[src/rtl/memarb_pkg.sv]
// Shared types and defaults for the cache-to-memory arbiter.
// Latency: n/a (types, constants and a width helper only).
// Backpressure: n/a.
package memarb_pkg;

  // Arbiter FSM states.
  typedef enum logic {
    IDLE   = 1'b0,
    ACCESS = 1'b1
  } state_t;

  // Kind of memory access latched at grant time.
  typedef enum logic {
    ACC_READ  = 1'b0,
    ACC_WRITE = 1'b1
  } acc_t;

  // Default parameter values.
  localparam int MEMARB_NCH     = 2;
  localparam int MEMARB_AW      = 32;
  localparam int MEMARB_DW      = 32;
  localparam int MEMARB_TIMEOUT = 64;

  // Width of a channel id. It is kept at one bit for a single channel so the
  // grant_id port never collapses to zero width.
  function automatic int id_w(input int n);
    return (n > 1) ? $clog2(n) : 1;
  endfunction

endpackage

[src/rtl/mem_arbiter_rr_picker.sv]
// Round-robin picker: first set request bit strictly after ptr, wrapping.
// Latency: purely combinational.
// Backpressure: none; vld low when no request bit is set.
//
// Ports: req  - request vector, one bit per channel
//        ptr  - last granted channel; the search starts at ptr+1
//        id   - selected channel (0 when vld is low)
//        vld  - at least one request present
module rr_picker
  import memarb_pkg::*;
#(
  parameter int NCH = MEMARB_NCH,
  parameter int GW  = id_w(NCH)
) (
  input  logic [NCH-1:0] req,
  input  logic [GW-1:0]  ptr,
  output logic [GW-1:0]  id,
  output logic           vld
);

  logic [2*NCH-1:0] dbl;

  always_comb begin
    // Rotate so that bit 0 is channel ptr+1; the doubled copy handles the
    // wrap, and a shift by NCH (ptr = NCH-1) just returns req unrotated.
    dbl = {req, req} >> (int'(ptr) + 1);
    id  = '0;
    vld = 1'b0;
    for (int i = 0; i < NCH; i++) begin
      if (!vld && dbl[i]) begin
        vld = 1'b1;
        id  = GW'((int'(ptr) + 1 + i) % NCH);
      end
    end
  end

endmodule

[src/rtl/mem_arbiter.sv]
// Round-robin arbiter giving NCH cache channels one shared memory port.
// Latency: grant edge then ack cycle (2 cycles min); one IDLE cycle between accesses.
// Backpressure: requests held until req_wait drops; ACCESS holds until mem_ack.
//
// Ports: CLK/RST (sync, active-high); req_ren/req_wen/req_addr/req_wdata per
//        channel in; req_wait per channel and req_load (broadcast read data)
//        out; mem_ren/mem_wen/mem_addr/mem_wdata to memory, mem_rdata/mem_ack
//        from memory; grant_id, busy, timeout_err status.
// Optional feature: define MEMARB_WATCHDOG_EN to abort accesses that see no
// mem_ack within TIMEOUT cycles (timeout_err pulses, channel stays waiting).
module mem_arbiter
  import memarb_pkg::*;
#(
  parameter  int NCH     = MEMARB_NCH,
  parameter  int AW      = MEMARB_AW,
  parameter  int DW      = MEMARB_DW,
  parameter  int TIMEOUT = MEMARB_TIMEOUT,
  localparam int GW      = id_w(NCH)
) (
  input  logic                    CLK,
  input  logic                    RST,
  input  logic [NCH-1:0]          req_ren,
  input  logic [NCH-1:0]          req_wen,
  input  logic [NCH-1:0][AW-1:0]  req_addr,
  input  logic [NCH-1:0][DW-1:0]  req_wdata,
  output logic [NCH-1:0]          req_wait,
  output logic [DW-1:0]           req_load,
  output logic                    mem_ren,
  output logic                    mem_wen,
  output logic [AW-1:0]           mem_addr,
  output logic [DW-1:0]           mem_wdata,
  input  logic [DW-1:0]           mem_rdata,
  input  logic                    mem_ack,
  output logic [GW-1:0]           grant_id,
  output logic                    busy,
  output logic                    timeout_err
);

  state_t          state, state_nxt;
  logic [NCH-1:0]  req_any;
  logic [GW-1:0]   last_grant;
  logic [GW-1:0]   gnt_id;
  logic [GW-1:0]   pick_id;
  logic            pick_vld;
  logic [AW-1:0]   lat_addr;
  logic [DW-1:0]   lat_wdata;
  acc_t            lat_acc;
  logic            grant;
  logic            done;
  logic            wd_expire;

  assign req_any = req_ren | req_wen;

  rr_picker #(
    .NCH (NCH),
    .GW  (GW)
  ) u_pick (
    .req (req_any),
    .ptr (last_grant),
    .id  (pick_id),
    .vld (pick_vld)
  );

`ifdef MEMARB_WATCHDOG_EN
  localparam int CW = $clog2(TIMEOUT + 1);

  logic [CW-1:0] wd_cnt;
  logic          tmo_q;

  // wd_cnt holds the number of completed ACCESS cycles, so the TIMEOUT-th
  // ACCESS cycle without an ack is the one that aborts.
  assign wd_expire = (state == ACCESS) && !mem_ack && (wd_cnt == CW'(TIMEOUT - 1));

  always_ff @(posedge CLK) begin
    if (RST) begin
      wd_cnt <= '0;
      tmo_q  <= 1'b0;
    end else begin
      tmo_q <= wd_expire;
      if ((state == ACCESS) && !mem_ack && !wd_expire) begin
        wd_cnt <= wd_cnt + CW'(1);
      end else begin
        wd_cnt <= '0;
      end
    end
  end

  assign timeout_err = tmo_q;
`else
  assign wd_expire   = 1'b0;
  // Constant 0 for every legal TIMEOUT; ACCESS simply waits for mem_ack.
  assign timeout_err = (TIMEOUT < 0);
`endif

  // State register.
  always_ff @(posedge CLK) begin
    if (RST) begin
      state <= IDLE;
    end else begin
      state <= state_nxt;
    end
  end

  // Next state and per-channel wait.
  always_comb begin
    state_nxt = state;
    grant     = 1'b0;
    done      = 1'b0;
    req_wait  = '1;
    case (state)
      IDLE: begin
        // mem_ack is deliberately ignored here.
        if (pick_vld) begin
          state_nxt = ACCESS;
          grant     = 1'b1;
        end
      end
      ACCESS: begin
        if (mem_ack) begin
          state_nxt = IDLE;
          done      = 1'b1;
          // A requester that has already withdrawn is not told it completed.
          req_wait[gnt_id] = !req_any[gnt_id];
        end else if (wd_expire) begin
          state_nxt = IDLE;
        end
      end
      default: state_nxt = IDLE;
    endcase
  end

  // Grant latch and round-robin pointer. The pointer also advances on a
  // watchdog abort so the stalled channel goes to the back of the queue.
  always_ff @(posedge CLK) begin
    if (RST) begin
      last_grant <= GW'(NCH - 1);
      gnt_id     <= '0;
      lat_addr   <= '0;
      lat_wdata  <= '0;
      lat_acc    <= ACC_READ;
    end else begin
      if (grant) begin
        gnt_id    <= pick_id;
        lat_addr  <= req_addr[pick_id];
        lat_wdata <= req_wdata[pick_id];
        // ren and wen together count as a write.
        lat_acc   <= req_wen[pick_id] ? ACC_WRITE : ACC_READ;
      end
      if (done || wd_expire) begin
        last_grant <= gnt_id;
      end
    end
  end

  assign busy      = (state == ACCESS);
  assign mem_ren   = busy && (lat_acc == ACC_READ);
  assign mem_wen   = busy && (lat_acc == ACC_WRITE);
  assign mem_addr  = lat_addr;
  assign mem_wdata = lat_wdata;
  assign grant_id  = gnt_id;
  assign req_load  = mem_rdata;

endmodule
[config.mk]
export PLATFORM = sky130hd
export DESIGN_NAME = mem_arbiter
export DESIGN_NICKNAME = d
export VERILOG_FILES = /design/src/rtl/memarb_pkg.sv /design/src/rtl/mem_arbiter_rr_picker.sv /design/src/rtl/mem_arbiter.sv
export SDC_FILE = /design/constraint.sdc
export NUM_CORES = 1
export LEC_CHECK = 0
export BUFFER_PORTS_ARGS = -buffer_cell sky130_fd_sc_hd__buf_2
export CORE_AREA = 3 3 103 105
export DETAILED_ROUTE_END_ITERATION = 8
export DIE_AREA = 0 0 106 108
export PLACE_DENSITY = 0.79
export SLEW_MARGIN = 20
export SYNTH_ARGS = -nofsm -noshare
export SYNTH_HDL_FRONTEND = slang
export SYNTH_SLANG_ARGS = --single-unit
export TNS_END_PERCENT = 1
[constraint.sdc]
create_clock -name CLK -period 1.9 [get_ports CLK]
set_input_delay 0.095 -clock CLK [delete_from_list [all_inputs] [get_ports CLK]]
set_output_delay 0.095 -clock CLK [all_outputs]
set_load 0.01 [all_outputs]
# After elaboration in Yosys (flattened, before gate mapping)
# Cells that the tools add are included.
# totals
word_cells	46
out_inout_bits	103
regBits	68
# op_classes
n_bitwise	5
n_addsub	2
reduce_logical	6
shifts	1
muxes	23
n_lt_le_gt_ge	3
# ops
cell	n
two-way mux 32 bit	4
two-way mux 1 bit	15
logical AND 1 bit	4
< comparator 1 x 2 -> 1 bit (second input constant)	2
two-way mux 2 bit	2
OR 2 bit	2
right shift 4 x 2 -> 2 bit	1
adder 1 x 1 -> 2 bit (second input constant)	1
zero test 1 bit	2
inverter 1 bit	2
inverter 2 bit	1
case mux 1 bit (2 select lines)	1
adder 1 bit (second input constant)	1
demux 1 bit (select 1 bit)	1
greater-or-equal comparator 1 bit (second input constant)	1

# Longest topological paths before layout
# Gate-level depths: netlist of run 1.
# logic_depth
word_depth	9
mapped_depth	6
mapped_depth_nobuf	3

# Hierarchy
# Synthesis of run 1 repeated with hierarchy kept, for this count alone.
# hier_totals
hier_cells	347
area_unflattened_um2	3504.6
# modules_own_cells
module	area_per_inst_um2	cells_each	seq_area_each_um2	n_inst
mem_arbiter	3490.8	345	1361.3	1
rr_picker	13.8	2	0.0	1

# Worst setup path after synthesis of run 1
# Ideal clock, no wire load.
# synth_path
kind	flip-flop to flip-flop
startpoint	register state (netlist: busy)
endpoint	register lat_addr[20] (netlist: mem_addr[20])
path_stages_with_launch	6
slack_ps	446
t_arrival_ps	1366
synth_period_minus_slack_ps	1454
n_path_buf	2
required_ps	1811
cell_sequence	dfxtp_1 clkinv_1 clkbuf_1 clkbuf_1 a21oi_1 a311oi_2
# synth_between
elab_chain_cells	1
# synth_lines
element	line	rtl
from (decl)	mem_arbiter.sv:39	state_t state, state_nxt;
from (signal assigned)	mem_arbiter.sv:100	state <= state_nxt;
two-way mux 1 bit	mem_arbiter.sv:110	case (state)
to (signal assigned)	mem_arbiter.sv:144	lat_addr <= req_addr[pick_id];
to (decl)	mem_arbiter.sv:45	logic [AW-1:0] lat_addr;
# Every way passes these cells.
# A chain may end at the register's enable or synchronous reset.

# Worst setup path in the final report of run 1
# layout_path
startpoint	register state (netlist: busy)
endpoint	output mem_ren
# layout_between
elab_chain_cells	1
# layout_lines
element	line	rtl
logical AND 1 bit	mem_arbiter.sv:156	assign mem_ren = busy && (lat_acc == ACC_READ);
to (decl)	mem_arbiter.sv:28	output logic mem_ren,
# Every way passes these cells.

==> results.toml, run 1 <==
[layout]
synthToLayoutAreaGrowth_pct = 26.8
nets = 750
antennaDiodeCount = 0
fillers = 963
drive_gt1_share_pct = 49.3

[routing]
drc = 0
postRouteAntennaNets = 0
wl_per_cell_um = 18.1
drt_iter0_markers = 269
detail_route.vias_per_cell = 5.79
via_count = 4177
wirelength_mm = 13.1
dr.pass1.iters = 7

[timing]
period_share_pct = 81.8
slew_violations = 0
final-hold-violation-count = 0
finalSetupViolCount = 0
rsz0062_at_grt = "no"
finClkSkew_ps = 6.77
max_freq_mhz = 644
whs_ps = 35.0
finalSetupTns_ps = 0
slew_headroom_pct = 51.6
worstMarginPinSlew_ps = 727
period_minus_slack_ps = 1550

[clocking]
htreeDepth = 3
clockBufferDepth = 2
clock_latency_ps = 330
cts_buffers = 9
cts_setup_buffers = 0
path_clk_slew_ps = 70
clkSinkCount = 68
clock-root-buffer = "clkbuf_8"
cts_tree = "yes"

[run_status]
run_status = "finished, final reports clean"

[yosys]
synth-async-reset-ratio_pct = 0
synth-main-ff-cell = "dfxtp_1"
yosysMostFrequentCell = "dfxtp_1"
ys_types = 26
synthSimpleGateAreaFrac_pct = 10.1
synth_top_area_share_pct = 35.3
yosysSeqAreaShare_pct = 35.3
synth.largest_area_cell = "dfxtp_1"
yosysWarnings = 0
ys_top_cells_by_count = "dfxtp_1 (68), o21ai_0 (67), a21oi_1 (65), nand3_1 (65), a311oi_2 (50)"
synth-compound-area-share_pct = 41.2
synth.mux.area_fraction_pct = 0
synth_top_family_by_area = "compound AO/OA/AOI/OAI gates"
syn_nets = 607
synth-seq-cells = 68
synth_edf_count = 0
synth_area_leaders = "dfxtp_1 (35%), a311oi_2 (19%), o21ai_0 (8.7%)"
synth_fa_ha_area_share_pct = 0
syn_area_um2 = 3860
syn_inst = 440
avgSynthCellArea_um2 = 8.77
synth_xor_area_share_pct = 0

[job]
max_cap_violations = 0

[die]
rows = 36
coreArea_um2 = 9730
initial_core_util_pct = 39.7
boundaryPins = 270
die_y_um = 108
dieArea_um2 = 11400
die_x_um = 106

[power]
powerDensity_nw_per_um2 = 768
p_leak_nw = 2.06
vdd_drop_max_mv = 0.390
totalPowerFinal_mw = 3.76

[worst_setup_path]
required_ps = 1800
crit_type = "reg2out"
critPathCaptureType = "output pin"
worst_ep_arrival_time_ps = 1460
cp-start-kind = "flip-flop"
crit_path_max_fanout = 31

[placed_design]
hpwl_mm = 8.92
gp_congestion = 0.746
io_buffers = 204

[global_routing]
grt_pass1_wl_mm = 20.3
antenna_found_initial = 0
grt_max_degree = 67
grt_pass1_vias = 4180
grt-ovfl-total = 0
track_usage_pct = 22.0

[hold_path]
hp-class = "in2reg"
## flip-flops by register name, summed over array words and instances (netlist names)
signal	flops
busy	1
grant_id	1
last_grant	1
lat_acc	1
mem_addr	32
mem_wdata	32
## cells by family after synthesis
group,count (synthesis)
other,1
flip-flops,68
AND/OR/NAND/NOR,78
AO/OA/AOI/OAI,203
buffers and inverters,90
## cells in the final DEF, fill, tap and decap left out, drive strengths merged, types with 2 or more instances in the layout
cell	count
buf	220
dfxtp	68
o21ai	67
nand3	65
a21oi	65
a311oi	64
clkbuf	14
nor2	5
nand2	2
clkinv	2
and2	2
## worst paths after layout
path | cells after the start | endpoint | start | slack (ps)
max | 4 | mem_ren | busy | 350
min | 3 | mem_wdata[24] | req_wdata[56] | 40
max reg2reg | 4 | mem_wdata[28] | last_grant | 440
min reg2reg | 2 | mem_wdata[22] | mem_wdata[22] | 520
## stage by stage
step / cell area, um2 / instances / worst slack [ps] / utilization [%]
floorplan: 3860 / 440 / 446 / -
global placement: 4720 / 704 / 128 / 48.5
detailed placement: 4720 / 704 / 97.9 / 48.5
CTS: 4890 / 721 / 331 / 50.3
global route: 4890 / 721 / 237 / 50.3
finish: 4890 / 721 / 346 / 50.3
## area by class of cell
class	count	area (um2)	share of cell area (%)
well taps	133	166	3.40
repair buffers	221	1190	24.3
flip-flops and latches	68	1360	27.8
clock buffers	14	153	3.12
multi-input cells	282	2010	41.1
clock inverters	2	10.0	0.204
inverters	1	3.75	0.0767
## critical path: stages (launching register included)
cell	delay, ps
dfxtp_1	490
inv_2	100
buf_4	260
nor2_1	130
buf_2	140
## power by group
| part | switching (mW) | internal, mW |
|---|---|---|
| logic | 0.611 | 0.451 |
| clock network | 0.536 | 0.509 |
| registers | 0.0818 | 1.57 |
| total | 1.23 | 2.53 |
## what timing repair did
item	CTS	global route
endpoints found under the hold margin	1	0
gates resized for setup	0	0
hold buffers	1	0
## routing by layer
| metal | global-route usage [%] | wire length (um) | up-vias |
|---|---|---|---|
| li1 | - | - | 1935 |
| met5 | 0 | 0 | - |
| met1 | 24.7 | 5040 | 2006 |
| met4 | 9.90 | 312 | 0 |
| met3 | 4.60 | 769 | 36 |
| met2 | 40.1 | 6920 | 200 |
No activity file was read; power rests on OpenSTA's default activity.
==> run 2: changes to the inputs <==
==> constraint.sdc (replaced) <==
create_clock -name CLK -period 1.45 [get_ports CLK]
set_input_delay 0.0725 -clock CLK [delete_from_list [all_inputs] [get_ports CLK]]
set_output_delay 0.0725 -clock CLK [all_outputs]
set_load 0.01 [all_outputs]
==> run 2 against run 1 <==
  * Power is 36% higher
  * Combinational power grew 37%
  * Final cell count rose by 1.2%
  * Final area increased by 4.0%
  * Clock power is 44% higher
  * Largest cell class unchanged
==> results.toml, run 2 (same netlist as run 1, synthesis figures left out) <==
[run_status]
run_status = "finished, final reports clean"

[global_routing]
grt-ovfl-total = 0
track_usage_pct = 21.6
grt_max_degree = 65
antenna_found_initial = 0
grt_pass1_wl_mm = 20.0
grt_pass1_vias = 4045

[hold_path]
hp-class = "in2reg"

[die]
initial_core_util_pct = 39.7
dieArea_um2 = 11400
die_x_um = 106
coreArea_um2 = 9730
boundaryPins = 270
die_y_um = 108
rows = 36

[clocking]
clockBufferDepth = 2
clkSinkCount = 68
cts_buffers = 9
cts_tree = "yes"
path_clk_slew_ps = 70
clock_latency_ps = 330
htreeDepth = 3
clock-root-buffer = "clkbuf_8"

[worst_setup_path]
critPathCaptureType = "output pin"
crit_type = "reg2out"
worst_path_largest_cell_delay_ps = 350
worst_ep_arrival_time_ps = 1250
required_ps = 1380
cp_slowest_cell = "dfxtp_1"
path_buf_inv = 2
path_delay_family = "flip-flops"
crit_path_max_fanout = 7
cp-start-kind = "flip-flop"
crit_chain = "buf_4, and3_1, nand2_1, buf_2"

[layout]
nets = 760
fin_util_pct = 52.3
drive_gt1_share_pct = 49.7
antennaDiodeCount = 0
synthToLayoutAreaGrowth_pct = 31.9
final_cell_mix = "buf_2 (203), dfxtp_1 (67), o21ai_0 (66), nand3_1 (65), a21oi_1 (65)"
layout_commonest_cell = "buf_2"
fillers = 930

[placed_design]
gp_congestion = 0.746
hpwl_mm = 8.97
io_buffers = 204

[power]
powerDensity_nw_per_um2 = 1010
vdd_drop_max_mv = 0.488
p_leak_nw = 2.14

[routing]
postRouteAntennaNets = 0
detail_route.vias_per_cell = 5.65
dr.pass1.iters = 5
drc = 0
wl_per_cell_um = 17.8
via_count = 4124
drt_iter0_markers = 313
wirelength_mm = 13.0

[timing]
finalSetupViolCount = 0
max_freq_mhz = 756
rsz0062_at_grt = "no"
slew_violations = 0
finalSetupTns_ps = 0
final-hold-violation-count = 0
period_share_pct = 91.2
period_minus_slack_ps = 1320
finClkSkew_ps = 9.77

[job]
max_cap_violations = 0
-- run 2: where the power goes --
part	switching, mW	internal (mW)
clock	0.664	0.833
combinational	0.808	0.646
sequential	0.108	2.06
total	1.58	3.54
-- run 2: worst register-to-register path, delay by kind of cell, from the launching register on --
family	cells	cell delay (ps)
DFF	1	390
buffers and inverters	1	240
AOI/OAI and AO/OA	3	610
-- run 2: final cells by class --
cell class / instances / area, um2 / area share, %
Multi-Input combinational cell: 282 / 2010 / 39.5
Sequential cell: 68 / 1360 / 26.8
Tap cell: 133 / 166 / 3.27
Clock inverter: 2 / 35.0 / 0.688
Timing Repair Buffer: 231 / 1360 / 26.8
Clock buffer: 13 / 149 / 2.93
Inverter: 1 / 3.75 / 0.0737
-- run 2: path summary, 6_finish.rpt --
check	to	startpoint	cells after the start	slack (ps)
min	mem_wdata[17]	req_wdata[49]	3	30
max	req_wait[1]	busy	4	130
min reg2reg	mem_wdata[26]	mem_wdata[26]	2	520
max reg2reg	mem_wdata[2]	last_grant	4	130
-- run 2: routing by layer --
metal,vias to the layer above,GRT usage (%),wire length (um)
met4,0,8.42,247
met5,-,0,0
li1,1945,-,-
met3,35,4.60,911
met2,189,40.9,7010
met1,1955,23.6,4790
-- run 2: what timing repair did --
item	in CTS	in global routing
setup buffers	0	0
hold buffers	5	0
resized for setup	0	1
setup endpoints to repair	0	21
hold endpoints to repair	5	0
-- run 2: metrics by stage --
stage / total power, mW / worst slack [ps] / cells / instance area, um2 / hold slack, ps
2_1_floorplan: 3.12 / -4.50 / 440 / 3860 / 172
3_3_place_gp: 3.61 / -151 / 710 / 4850 / 145
3_5_place_dp: 3.66 / -196 / 710 / 4850 / 145
4_1_cts: 5.19 / 49.6 / 730 / 5090 / 2.36
5_1_grt: 5.41 / 8.78 / 730 / 5090 / 13.9
6_report: 5.12 / 127 / 730 / 5090 / 25.1
